<file path="config.mk">
export PLATFORM = sky130hd
export DESIGN_NAME = nor_bus_sched
export DESIGN_NICKNAME = d
export VERILOG_FILES = /design/src/rtl/nor_bus_sched.sv
export SDC_FILE = /design/constraint.sdc
export NUM_CORES = 1
export LEC_CHECK = 0
export ABC_CLOCK_PERIOD_IN_PS = 5800
export CORE_MARGIN = 10
export CORE_UTILIZATION = 45
export DETAILED_ROUTE_END_ITERATION = 16
export PLACE_DENSITY_LB_ADDON = 0.08
export SLEW_MARGIN = 10
export SYNTH_ARGS = -nofsm -noshare
export SYNTH_HDL_FRONTEND = slang
export SYNTH_SLANG_ARGS = --single-unit
</file>
<file path="constraint.sdc">
create_clock -name clk_i -period 5.8 [get_ports clk_i]
set_input_delay 1.74 -clock clk_i [delete_from_list [all_inputs] [get_ports clk_i]]
set_output_delay 1.74 -clock clk_i [all_outputs]
set_load 0.01 [all_outputs]
</file>
<file path="src/rtl/nor_bus_sched.sv">
// nor_bus_sched: two-requester scheduler for an asynchronous parallel NOR flash.
// Arbitrates between m0 and m1, then runs one access with fixed setup, strobe
// and hold timing. Writes then wait on RY/BY# with a timeout.
//
// Ports
//   clk_i, reset_ni             clock (rising edge), async active-low reset
//   mN_stb_i/we_i/addr_i/data_i requester strobe, write flag, word address, write data
//   mN_ack_o/data_o             one-cycle completion pulse, captured read data
//   nor_addr_o/data_o/data_oe   NOR address, write data, DQ drive enable
//   nor_data_i                  NOR DQ input
//   nor_ce_o/oe_o/we_o          active-low NOR strobes
//   nor_ry_i                    NOR RY/BY#, asynchronous to clk_i
//   busy_o, timeout_o           access in progress, RY/BY# wait expired (ACK cycle)
module nor_bus_sched #(
  parameter int TSU  = 1,
  parameter int TRD  = 5,
  parameter int TWP  = 3,
  parameter int THLD = 1,
  parameter int TO   = 4096
) (
  input  logic        clk_i,
  input  logic        reset_ni,
  input  logic        m0_stb_i,
  input  logic        m1_stb_i,
  input  logic        m0_we_i,
  input  logic        m1_we_i,
  input  logic [25:0] m0_addr_i,
  input  logic [25:0] m1_addr_i,
  input  logic [15:0] m0_data_i,
  input  logic [15:0] m1_data_i,
  output logic        m0_ack_o,
  output logic        m1_ack_o,
  output logic [15:0] m0_data_o,
  output logic [15:0] m1_data_o,
  output logic [25:0] nor_addr_o,
  output logic [15:0] nor_data_o,
  output logic        nor_data_oe,
  input  logic [15:0] nor_data_i,
  output logic        nor_ce_o,
  output logic        nor_oe_o,
  output logic        nor_we_o,
  input  logic        nor_ry_i,
  output logic        busy_o,
  output logic        timeout_o
);

  // RYWAIT always lasts at least two cycles, so the timeout is never shorter.
  localparam int RW   = (TO < 2) ? 2 : TO;
  localparam int MX1  = (TSU > TRD) ? TSU : TRD;
  localparam int MX2  = (MX1 > TWP) ? MX1 : TWP;
  localparam int MX3  = (MX2 > THLD) ? MX2 : THLD;
  localparam int CMAX = (MX3 > RW) ? MX3 : RW;
  localparam int CW   = $clog2(CMAX + 1);

  // The shared counter is loaded with N-1 on entry and the state exits at zero.
  localparam logic [CW-1:0] TSU_L  = CW'(TSU - 1);
  localparam logic [CW-1:0] TRD_L  = CW'(TRD - 1);
  localparam logic [CW-1:0] TWP_L  = CW'(TWP - 1);
  localparam logic [CW-1:0] THLD_L = CW'(THLD - 1);
  localparam logic [CW-1:0] RW_L   = CW'(RW - 1);

  typedef enum logic [2:0] {
    IDLE, SETUP, ACCESS, HOLD, RYWAIT, ACK
  } state_e;

  state_e        state_q;
  logic [CW-1:0] cnt_q;
  logic          gnt_q;      // 1 = m1 owns the current access
  logic          last_q;     // last granted requester, 1 = m1
  logic          we_q;
  logic          ry_meta_q, ry_sync_q;
  logic [25:0]   nor_addr_q;
  logic [15:0]   nor_data_q;
  logic          doe_q, ce_q, oe_q, wen_q;
  logic          ack0_q, ack1_q;
  logic [15:0]   rd0_q, rd1_q;
  logic          busy_q, to_q;

  logic          gnt_d;
  logic          sel_we_d;
  logic [25:0]   sel_addr_d;
  logic [15:0]   sel_data_d;
  logic          cnt_zero;

  assign cnt_zero = (cnt_q == '0);

  // Arbitration: a sole strobe wins, a tie goes to whoever did not win last.
  always_comb begin
    // NOTE: every combinational output gets a default first, so no path can infer a latch.
    gnt_d = 1'b0;
    if (m0_stb_i && m1_stb_i) gnt_d = ~last_q;
    else if (m1_stb_i)        gnt_d = 1'b1;
    sel_we_d   = gnt_d ? m1_we_i   : m0_we_i;
    sel_addr_d = gnt_d ? m1_addr_i : m0_addr_i;
    sel_data_d = gnt_d ? m1_data_i : m0_data_i;
  end

  // NOTE: all state and registered outputs use non-blocking assignments so every
  // flop samples pre-edge values regardless of statement order.
  always_ff @(posedge clk_i or negedge reset_ni) begin
    if (!reset_ni) begin
      state_q    <= IDLE;
      cnt_q      <= '0;
      gnt_q      <= 1'b0;
      last_q     <= 1'b1;
      we_q       <= 1'b0;
      ry_meta_q  <= 1'b1;
      ry_sync_q  <= 1'b1;
      nor_addr_q <= '0;
      nor_data_q <= '0;
      doe_q      <= 1'b0;
      ce_q       <= 1'b1;
      oe_q       <= 1'b1;
      wen_q      <= 1'b1;
      ack0_q     <= 1'b0;
      ack1_q     <= 1'b0;
      rd0_q      <= '0;
      rd1_q      <= '0;
      busy_q     <= 1'b0;
      to_q       <= 1'b0;
    end else begin
      ry_meta_q <= nor_ry_i;
      ry_sync_q <= ry_meta_q;
      ack0_q    <= 1'b0;
      ack1_q    <= 1'b0;

      unique case (state_q)
        IDLE: begin
          if (m0_stb_i || m1_stb_i) begin
            gnt_q      <= gnt_d;
            last_q     <= gnt_d;
            we_q       <= sel_we_d;
            nor_addr_q <= sel_addr_d;
            nor_data_q <= sel_data_d;
            doe_q      <= sel_we_d;
            ce_q       <= 1'b0;
            busy_q     <= 1'b1;
            cnt_q      <= TSU_L;
            state_q    <= SETUP;
          end
        end

        SETUP: begin
          if (cnt_zero) begin
            oe_q    <= we_q;
            wen_q   <= ~we_q;
            cnt_q   <= we_q ? TWP_L : TRD_L;
            state_q <= ACCESS;
          end else begin
            cnt_q <= cnt_q - 1'b1;
          end
        end

        ACCESS: begin
          if (cnt_zero) begin
            if (!we_q) begin
              if (gnt_q) rd1_q <= nor_data_i;
              else       rd0_q <= nor_data_i;
            end
            oe_q    <= 1'b1;
            wen_q   <= 1'b1;
            cnt_q   <= THLD_L;
            state_q <= HOLD;
          end else begin
            cnt_q <= cnt_q - 1'b1;
          end
        end

        HOLD: begin
          if (cnt_zero) begin
            doe_q <= 1'b0;
            ce_q  <= 1'b1;
            if (we_q) begin
              cnt_q   <= RW_L;
              state_q <= RYWAIT;
            end else begin
              ack0_q  <= ~gnt_q;
              ack1_q  <= gnt_q;
              state_q <= ACK;
            end
          end else begin
            cnt_q <= cnt_q - 1'b1;
          end
        end

        RYWAIT: begin
          // The first RYWAIT cycle ignores RY: the device needs time to assert busy.
          if ((cnt_q != RW_L) && ry_sync_q) begin
            ack0_q  <= ~gnt_q;
            ack1_q  <= gnt_q;
            state_q <= ACK;
          end else if (cnt_zero) begin
            ack0_q  <= ~gnt_q;
            ack1_q  <= gnt_q;
            to_q    <= 1'b1;
            state_q <= ACK;
          end else begin
            cnt_q <= cnt_q - 1'b1;
          end
        end

        ACK: begin
          to_q    <= 1'b0;
          busy_q  <= 1'b0;
          state_q <= IDLE;
        end

        default: state_q <= IDLE;
      endcase
    end
  end

  assign m0_ack_o    = ack0_q;
  assign m1_ack_o    = ack1_q;
  assign m0_data_o   = rd0_q;
  assign m1_data_o   = rd1_q;
  assign nor_addr_o  = nor_addr_q;
  assign nor_data_o  = nor_data_q;
  assign nor_data_oe = doe_q;
  assign nor_ce_o    = ce_q;
  assign nor_oe_o    = oe_q;
  assign nor_we_o    = wen_q;
  assign busy_o      = busy_q;
  assign timeout_o   = to_q;

endmodule

</file>
==> summary.md, run 1 <==
| Metric | Value |
|---|---|
| Element type at the critical path end | `flop` |
| Cell chain of the critical path | `clkdlybuf4s50_1 > nor2_1 > a21oi_1 > nor2b_1 > o22ai_1 > o21ai_0 > o31ai_1` |
| Finished Cell Area | `7050 µm²` |
| Clk pwr share | `0.198` |
| Drt pass-1 iters | `5` |
| Vias in the first global route | `4229` |
| Pin count of the biggest net entering global routing | `72` |
| Sw power | `0.914 mW` |
| CTS Buf Count | `9` |
| Top_reg_cell synth | `dfrtp_1` |
| Total setup buffers inserted after CTS | `0` |
| Worst-margin pin slew | `882 ps` |
| Minimum hold slack | `341 ps` |
| Final setup margin | `2250 ps` |
| WHS Path Cells | `0` |
| Syn Inst Count | `446` |
| Maximum clock path buffer count | `2` |
| R2R setup slack | `2990 ps` |
| Data arrival, critical path | `3850 ps` |
| # rows | `37` |
| Min-delay src | `ry_meta_q` |
| Post-synth top area share | `0.505` |
| Register Area | `2580 µm²` |
| Switching Fraction | `0.345` |
| TritonCTS clock tree | `built` |
| Comb power frac | `0.367` |
| H-tree depth | `3` |
| Async SR Flop Fraction | `1.00` |
| Synth Register Bits | `103` |
| F_max | `281 MHz` |
| Seq/Total Area, Yosys | `0.538` |
| Synth Net Count | `556` |
| Power Density | `375 nW/µm²` |
| Crit path kind | `input pin to flop` |
| Dpl cell area | `6810 µm²` |
| Leakage | `3.07 nW` |
| Initial antenna violation count | `0` |
| Post-synth top area cell | `dfrtp_1` |
| N_diodes | `0` |
| CP max stage delay | `660 ps` |
| Reg clk slew, reported paths | `110 ps` |
| Synthesized area | `4810 µm²` |
| Worst skew pair latency | `380 ps` |
| DRC | `0` |
| Final Cycle Share | `0.613` |
| Fin util | `0.680` |
| Tmin final | `3550 ps` |
| Unrepaired setup endpoints after global routing | `false` |
| FF-to-FF End | `m0_data_o[13]` |
| Max FO, Critical Path | `11` |
| Top-level port count | `189` |
| Clock Sinks | `103` |
| Die W | `123 µm` |
| Worst slew margin | `0.412` |
| Syn avg cell area | `10.8 µm²` |
| Initial drt markers | `233` |
| Share of layout cells above drive strength 1 | `0.112` |
| Worst Setup Start Kind | `input pin` |
| Post-Route Setup TNS | `0 ps` |
| Total GRT Usage | `0.183` |
| Hold/Removal Path Class | `flop to flop` |
| Clock tree root buffer cell | `clkbuf_8` |
| Final Hold Viols | `0` |
| Starting Density | `0.464` |
| Setup Viol. Count Final | `0` |
| Die area | `15200 µm²` |
| WP data required | `6090 ps` |
| Via/cell ratio | `5.24` |
| Int Power | `1.73 mW` |
| Clk_skew | `19.4 ps` |
| Worst hold endpoint | `ry_sync_q` |
| Worst r2r path cells | `6` |
| First-pass GRT wire length | `22100 µm` |
| Yosys Warn Count | `0` |
| Synth top area cells | `dfrtp_1 (50%), mux2i_1 (9.4%), mux2_2 (7.0%), o21ai_0 (6.2%), nand2_1 (5.1%)` |
| Peak supply drop | `0.191 mV` |
| Fin nets | `738` |
| # fillers | `819` |
| IO Port Bufs | `188` |
| Max Slew Vio Count | `0` |
| Reg2reg start | `cnt_q[0]` |
| DP Worst Slack | `1890 ps` |
| Sequential share of power | `0.435` |
| CP max-delay cell | `o22ai_1` |
| # resized after CTS | `0` |
| Number of enable flip-flop cells after synthesis | `0` |
| CTS Hold Bufs | `0` |
| Vias | `4031` |
| # Max-Cap Violations | `0` |
| Chip Height | `123 µm` |
| Residual overflow from global routing | `0` |
| Area of the core | `10400 µm²` |
| Footprint of the multi-input gates | `2120 µm²` |
| GPL Wtd Cong | `0.893` |
| Unique masters post-synth | `46` |
| Layout area overhead | `46.6%` |
| Routed length per instance | `18.2 µm` |
| DP HPWL | `11000 µm` |
| Status | `finished, final reports clean` |
| Post-route antenna net violation count | `0` |
| WL final | `14000 µm` |
-- worst max-delay path by stage --
stage	startpoint	end	slack [ps]	depth (start not counted)
2_1_floorplan	m1_stb_i	nor_data_o[1]	2910	5
3_3_place_gp	m0_stb_i	cnt_q[12]	1970	7
3_5_place_dp	m0_stb_i	cnt_q[12]	1890	7
4_1_cts	m0_stb_i	cnt_q[12]	2290	7
5_1_grt	m0_stb_i	cnt_q[10]	2120	7
6_report	m0_stb_i	cnt_q[12]	2250	7
-- placed cells by master (no fill, tap or decap), types with 3 or more instances in the layout --
master,n
dfrtp_1,97
a31oi_1,5
nand4_1,3
clkbuf_8,9
nor2_1,21
nand2_1,65
nor3_1,10
a21oi_1,22
clkdlybuf4s50_1,187
nor2b_1,6
buf_4,6
mux2i_1,45
mux2_2,30
o21ai_0,60
and2_1,4
ha_1,3
a22o_1,3
o22a_1,6
inv_1,5
dfstp_2,6
-- power groups by stage --
stage,Clock [mW],Sequential [mW],Combinational [mW]
after global routing,0.565,1.19,1.06
after floorplan,0,1.18,0.382
after detailed placement,0,1.16,0.984
after CTS,0.534,1.15,0.987
after global placement,0,1.15,0.967
final,0.524,1.15,0.970
-- per-stage QoR --
stage,power (mW),cells
after global routing,2.82,769
after global placement,2.11,753
after floorplan,1.57,446
final,2.65,769
after CTS,2.67,769
after detailed placement,2.14,753
-- cells in the mapped netlist (all sizes together), types with 2 or more instances --
library cell,count
clkbuf,13
buf,9
dfstp,6
inv,5
dfrtp,97
nor3b,2
o22a,7
nand4,5
a21oi,23
and2,4
a41o,2
a31oi,6
nand3,2
mux2i,45
mux2,32
o21ai,61
ha,3
a22o,3
o31ai,3
nor3,12
nor2b,6
nor2,22
nand2,65
-- per-layer routing --
layer,global-route usage,up-vias,wire [µm]
li1,-,1940,-
met1,0.207,1919,5520
met2,0.302,153,6780
met3,0.0861,19,1540
met4,0.0597,0,185
met5,0,-,0
-- worst max-delay path, delay by kind of cell --
family                 cells  cell delay [ps]
buffers and inverters      1              550
AOI/OAI and AO/OA          4             1130
and+or+nand+nor            2              430
-- flip-flops by register name, indices dropped and copies added (netlist names), 3 cells and up --
register / cells
cnt_q: 13
nor_addr_o: 26
state_q: 3
m0_data_o: 16
nor_data_o: 16
m1_data_o: 16
-- cell families after synthesis --
kind of cell / share of synthesized area
AOI/OAI and AO/OA: 0.133
buffers and inverters: 0.0260
muxes: 0.169
and+or+nand+nor: 0.125
DFF: 0.538
adders and majority gates: 0.00781
xor gates and xnor gates: 0.00182
-- layout make-up --
type | instances | area share
Inverter | 5 | 0.00266
Multi-Input combinational cell | 316 | 0.301
Clock inverter | 7 | 0.0160
Tap cell | 136 | 0.0241
Sequential cell | 103 | 0.367
Timing Repair Buffer | 193 | 0.272
Clock buffer | 9 | 0.0176
Note: power is estimated with default switching activity, not from simulation.
==> run 2, diff against run 1 <==
--- a/config.mk
+++ b/config.mk
@@ -5,9 +5,9 @@
 export SDC_FILE = /design/constraint.sdc
 export NUM_CORES = 1
 export LEC_CHECK = 0
-export ABC_CLOCK_PERIOD_IN_PS = 5800
+export ABC_CLOCK_PERIOD_IN_PS = 3100
 export CORE_MARGIN = 10
-export CORE_UTILIZATION = 45
+export CORE_UTILIZATION = 40
 export DETAILED_ROUTE_END_ITERATION = 16
 export PLACE_DENSITY_LB_ADDON = 0.08
 export SLEW_MARGIN = 10
==> constraint.sdc (replaced) <==
create_clock -name clk_i -period 3.1 [get_ports clk_i]
set_input_delay 0.93 -clock clk_i [delete_from_list [all_inputs] [get_ports clk_i]]
set_output_delay 0.93 -clock clk_i [all_outputs]
set_load 0.01 [all_outputs]
==> run 2 against run 1 <==
  * Critical endpoint is now cnt_q[9]
  * Clock-buffer cell count is the same
  * Critical path depth is the same
  * Worst setup slack lost 1700 ps
  * Final area grew 2.6%
  * Final cell count grew 2.5%
  * Largest cell class unchanged
  * Wire length grew 1.1%
  * Clock power grew 120%
  * Clock skew shrank 14 ps
  * Largest power group unchanged
  * Sequential share of layout area shrank 0.94 points
  * Worst hold slack gained 17 ps
==> summary.md, run 2 (synthesis results as in run 1) <==
| Metric | Value |
|---|---|
| Share of layout cells above drive strength 1 | `0.129` |
| Sw power | `1.72 mW` |
| Max Slew Vio Count | `0` |
| CP Buf/Inv Count | `1` |
| Area of the core | `11600 µm²` |
| Initial antenna violation count | `0` |
| Clock Sinks | `103` |
| Initial drt markers | `262` |
| FF-to-FF End | `cnt_q[9]` |
| Dpl cell area | `6940 µm²` |
| DP HPWL | `11000 µm` |
| DRC | `0` |
| Status | `finished, final reports clean` |
| CP max stage delay | `680 ps` |
| Worst slew margin | `0.567` |
| Int Power | `3.42 mW` |
| TritonCTS clock tree | `built` |
| Post-Route Setup TNS | `0 ps` |
| WP data required | `3340 ps` |
| GPL Wtd Cong | `0.881` |
| Leakage | `3.16 nW` |
| Die area | `16800 µm²` |
| Total GRT Usage | `0.167` |
| Final Hold Viols | `0` |
| Total setup buffers inserted after CTS | `0` |
| Top-level port count | `189` |
| Power Density | `711 nW/µm²` |
| CP max-delay cell | `a21oi_1` |
| Register Area | `2580 µm²` |
| Layout area overhead | `50.4%` |
| Vias | `4024` |
| WL final | `14200 µm` |
| Commonest non-fill, non-tap cell in the layout | `clkdlybuf4s50_1` |
| Crit-path leading delay family | `compound AO/OA/AOI/OAI gates` |
| Minimum hold slack | `359 ps` |
| CTS Buf Count | `9` |
| Comb power frac | `0.359` |
| F_max | `395 MHz` |
| Chip Height | `130 µm` |
| Via/cell ratio | `5.11` |
| Worst hold endpoint | `ry_sync_q` |
| Hold/Removal Path Class | `flop to flop` |
| N_diodes | `0` |
| H-tree depth | `3` |
| # rows | `39` |
| Crit path kind | `flop to flop` |
| Worst r2r path cells | `7` |
| Data arrival, critical path | `2770 ps` |
| Peak supply drop | `0.335 mV` |
| # Max-Cap Violations | `0` |
| Footprint of the multi-input gates | `2120 µm²` |
| Post-route antenna net violation count | `0` |
| CTS Hold Bufs | `0` |
| Tmin final | `2530 ps` |
| Unrepaired setup endpoints after global routing | `false` |
| Element type at the critical path end | `flop` |
| Pin count of the biggest net entering global routing | `46` |
| Fin util | `0.623` |
| Max reg flops | `26` |
| Drt pass-1 iters | `4` |
| Worst Setup Start Kind | `flop` |
| Routed length per instance | `18.0 µm` |
| Reg2reg start | `cnt_q[0]` |
| # fillers | `990` |
| Clk pwr share | `0.225` |
| # resized after CTS | `0` |
| Sequential share of power | `0.417` |
| Final Cycle Share | `0.817` |
| Die W | `130 µm` |
| Worst-margin pin slew | `650 ps` |
| First-pass GRT wire length | `22200 µm` |
| Clk_skew | `5.35 ps` |
| Cell chain of the critical path | `inv_1 > ha_1 > nor4b_2 > nand4_2 > a21oi_1 > a31oi_1 > o22a_1` |
| Max FO, Critical Path | `13` |
| Setup Viol. Count Final | `0` |
| Worst skew pair latency | `350 ps` |
| Min-delay src | `ry_meta_q` |
| Switching Fraction | `0.334` |
| R2R setup slack | `570 ps` |
| Reg clk slew, reported paths | `70 ps` |
| Starting Density | `0.414` |
| Finished Cell Area | `7230 µm²` |
| Most frequent cells in the layout | `clkdlybuf4s50_1 (187), dfrtp_1 (97), nand2_1 (65)` |
| Maximum clock path buffer count | `2` |
| Vias in the first global route | `4167` |
| Residual overflow from global routing | `0` |
| Fin nets | `750` |
| WHS Path Cells | `0` |
| Clock tree root buffer cell | `clkbuf_16` |
| IO Port Bufs | `188` |
[run 2: cell types whose count changed in the layout (fill, tap and decap cells not counted), sizes merged]
cell,delta
buf,+12
clkinv,+2
bufinv,-1
inv,-2
clkinvlp,+1
[run 2: worst max-delay path by stage]
stage	start	slack (ps)	cells past startpoint	endpoint
after global routing	cnt_q[0]	360	7	cnt_q[11]
after floorplan	m1_stb_i	1020	5	nor_data_o[1]
after detailed placement	m1_stb_i	320	6	nor_addr_o[0]
after global placement	m1_stb_i	380	6	nor_addr_o[20]
final	cnt_q[0]	570	7	cnt_q[9]
after CTS	cnt_q[0]	590	7	cnt_q[9]
[run 2: per-stage QoR]
| stage | instances | setup WS [ps] | power (mW) |
|---|---|---|---|
| floorplan | 446 | 1020 | 2.93 |
| global placement | 772 | 384 | 3.99 |
| detailed placement | 772 | 322 | 4.03 |
| CTS | 788 | 590 | 5.20 |
| global route | 788 | 362 | 5.48 |
| finish | 788 | 568 | 5.14 |
[run 2: layer usage]
metal	GRT usage	up-vias	wire length, µm
li1	-	1964	-
met1	0.197	1908	5700
met2	0.273	139	6970
met3	0.0730	13	1370
met4	0.0456	0	150
met5	0	-	0
[run 2: final cells by class]
type,instances,area share
repair buffers,205,0.281
clock buffers,9,0.0311
multi-input cells,316,0.293
clock inverters,7,0.0100
flip-flops and latches,103,0.357
inverters,5,0.00259
well taps,143,0.0247
[run 2: power groups by stage]
stage	clock network [mW]	registers (mW)	logic, mW
global route	1.23	2.21	2.03
floorplan	0	2.22	0.714
finish	1.16	2.14	1.84
CTS	1.18	2.14	1.88
detailed placement	0	2.15	1.88
global placement	0	2.14	1.85
==> run 3, diff against run 2 <==
--- a/config.mk
+++ b/config.mk
@@ -5,7 +5,7 @@
 export SDC_FILE = /design/constraint.sdc
 export NUM_CORES = 1
 export LEC_CHECK = 0
-export ABC_CLOCK_PERIOD_IN_PS = 3100
+export ABC_CLOCK_PERIOD_IN_PS = 2150
 export CORE_MARGIN = 10
 export CORE_UTILIZATION = 40
 export DETAILED_ROUTE_END_ITERATION = 16
==> constraint.sdc (replaced) <==
create_clock -name clk_i -period 2.15 [get_ports clk_i]
set_input_delay 0.645 -clock clk_i [delete_from_list [all_inputs] [get_ports clk_i]]
set_output_delay 0.645 -clock clk_i [all_outputs]
set_load 0.01 [all_outputs]
==> run 3 against run 2 <==
  * Sequential power grew 41%
  * First-iteration DRC count shrank 15%
  * Critical path depth shrank 6
  * Final cell count grew 3.0%
  * Core utilization grew 1.8 points
  * Sequential share of layout area shrank 1.0 points
  * Sequential cell count is the same
  * Final area grew 2.9%
  * Critical endpoint is now nor_oe_o
  * Largest cell class unchanged
  * Largest power group unchanged
==> summary.md, run 3 (synthesis results as in run 1) <==
| Metric | Value |
|---|---|
| Initial antenna violation count | `0` |
| Leakage | `3.28 nW` |
| Reg clk slew, reported paths | `70 ps` |
| Setup Viol. Count Final | `0` |
| Peak supply drop | `0.523 mV` |
| TritonCTS clock tree | `built` |
| CP max stage delay | `580 ps` |
| Clock Sinks | `103` |
| WP data required | `1500 ps` |
| # fillers | `962` |
| Worst Setup Start Kind | `flop` |
| Layout Cells excl Fill | `812` |
| Routed length per instance | `17.6 µm` |
| Status | `finished, final reports clean` |
| Data arrival, critical path | `1460 ps` |
| Top-level port count | `189` |
| Power Density | `1020 nW/µm²` |
| Via/cell ratio | `5.07` |
| Initial drt markers | `224` |
| Vias in the first global route | `4372` |
| Die area | `16800 µm²` |
| First-pass GRT wire length | `22600 µm` |
| CTS Buf Count | `9` |
| # rows | `39` |
| # Max-Cap Violations | `0` |
| N_diodes | `0` |
| Worst slew margin | `0.621` |
| Tmin final | `2100 ps` |
| Layout area overhead | `54.8%` |
| IO Port Bufs | `188` |
| Drt pass-1 iters | `4` |
| Hold/Removal Path Class | `input pin to asynchronous set/reset pin` |
| Final Hold Viols | `0` |
| Vias | `4117` |
| Residual overflow from global routing | `0` |
| Worst-margin pin slew | `568 ps` |
| Max FO, Critical Path | `3` |
| Worst skew pair latency | `350 ps` |
| Fin nets | `774` |
| Die W | `130 µm` |
| Pin count of the biggest net entering global routing | `104` |
| Cell chain of the critical path | `clkdlybuf4s50_1` |
| WL final | `14300 µm` |
| Final Cycle Share | `0.979` |
| Chip Height | `130 µm` |
| Most frequent cells in the layout | `clkdlybuf4s50_1 (187), dfrtp_1 (97), nand2_1 (65)` |
| DP HPWL | `11000 µm` |
| Total GRT Usage | `0.169` |
| Maximum clock path buffer count | `2` |
| Area of the core | `11600 µm²` |
| H-tree depth | `3` |
| Inst Count DP | `793` |
| CP Buf/Inv Count | `1` |
| Crit path kind | `flop to output port` |
| Element type at the critical path end | `output port` |
| Pwr Total | `7.56 mW` |
| Starting Density | `0.414` |
| Clk_skew | `10.1 ps` |
| Post-route antenna net violation count | `0` |
| Share of layout cells above drive strength 1 | `0.157` |
| Clock tree root buffer cell | `clkbuf_16` |
| Crit-path leading delay family | `buffers and inverters` |
| Fin util | `0.641` |
| Max reg flops | `26` |
| GPL Wtd Cong | `0.862` |
| Max Slew Vio Count | `0` |
| F_max | `475 MHz` |
| CP max-delay cell | `clkdlybuf4s50_1` |
| Commonest non-fill, non-tap cell in the layout | `clkdlybuf4s50_1` |
| DRC | `0` |
## run 3: worst paths after layout
check                      startpoint        endpoint  slack [ps]  cells past startpoint
setup / recovery             nor_oe_o        nor_oe_o          50                      1
hold / removal               reset_ni       cnt_q[10]         330                      2
setup reg to reg             cnt_q[0]        cnt_q[3]         110                      9
hold reg to reg             ry_meta_q       ry_sync_q         360                      0
max in group asynchronous    reset_ni  nor_addr_o[13]        1370                      2
min in group clk_i          ry_meta_q       ry_sync_q         360                      0
## run 3: per-layer routing
| metal | routed length [µm] | GRT usage | up-vias |
|---|---|---|---|
| met3 | 1550 | 0.0861 | 14 |
| li1 | - | - | 2017 |
| met5 | 0 | 0 | - |
| met1 | 5550 | 0.189 | 1954 |
| met4 | 184 | 0.0476 | 0 |
| met2 | 7030 | 0.278 | 132 |
## run 3: cell type report
class | instances | area, µm² | area share
flip-flops and latches | 103 | 2580 | 0.347
clock buffers | 11 | 233 | 0.0313
inverters | 5 | 18.8 | 0.00252
clock inverters | 5 | 43.8 | 0.00588
multi-input cells | 316 | 2140 | 0.288
repair buffers | 229 | 2240 | 0.301
well taps | 143 | 179 | 0.0240
## run 3: through the flow
| step | setup TNS (ps) | setup WS [ps] | hold slack [ps] | instance area [µm²] |
|---|---|---|---|---|
| after floorplan | 0 | 109 | 345 | 4810 |
| after global placement | -1810 | -83.4 | 346 | 7120 |
| after detailed placement | -3490 | -117 | 348 | 7120 |
| after CTS | 0 | 1.26 | 358 | 7390 |
| after global routing | -8.95 | -8.95 | 360 | 7440 |
| final | 0 | 45.2 | 330 | 7440 |
## run 3: report_power, final
| group | internal (mW) | total, mW | leakage [nW] | switching [mW] |
|---|---|---|---|---|
| registers | 2.56 | 3.02 | 1.27 | 0.470 |
| clock network | 0.799 | 1.55 | 0.128 | 0.749 |
| logic | 1.65 | 2.98 | 1.88 | 1.33 |
| total | 5.00 | 7.56 | 3.28 | 2.55 |
## run 3: repair_timing
item | CTS | global route
buffers inserted | 0 | 3
setup endpoints to repair | 0 | 51
resized for setup | 0 | 4
hold buffers | 0 | 0
endpoints found under the hold margin | 0 | 0
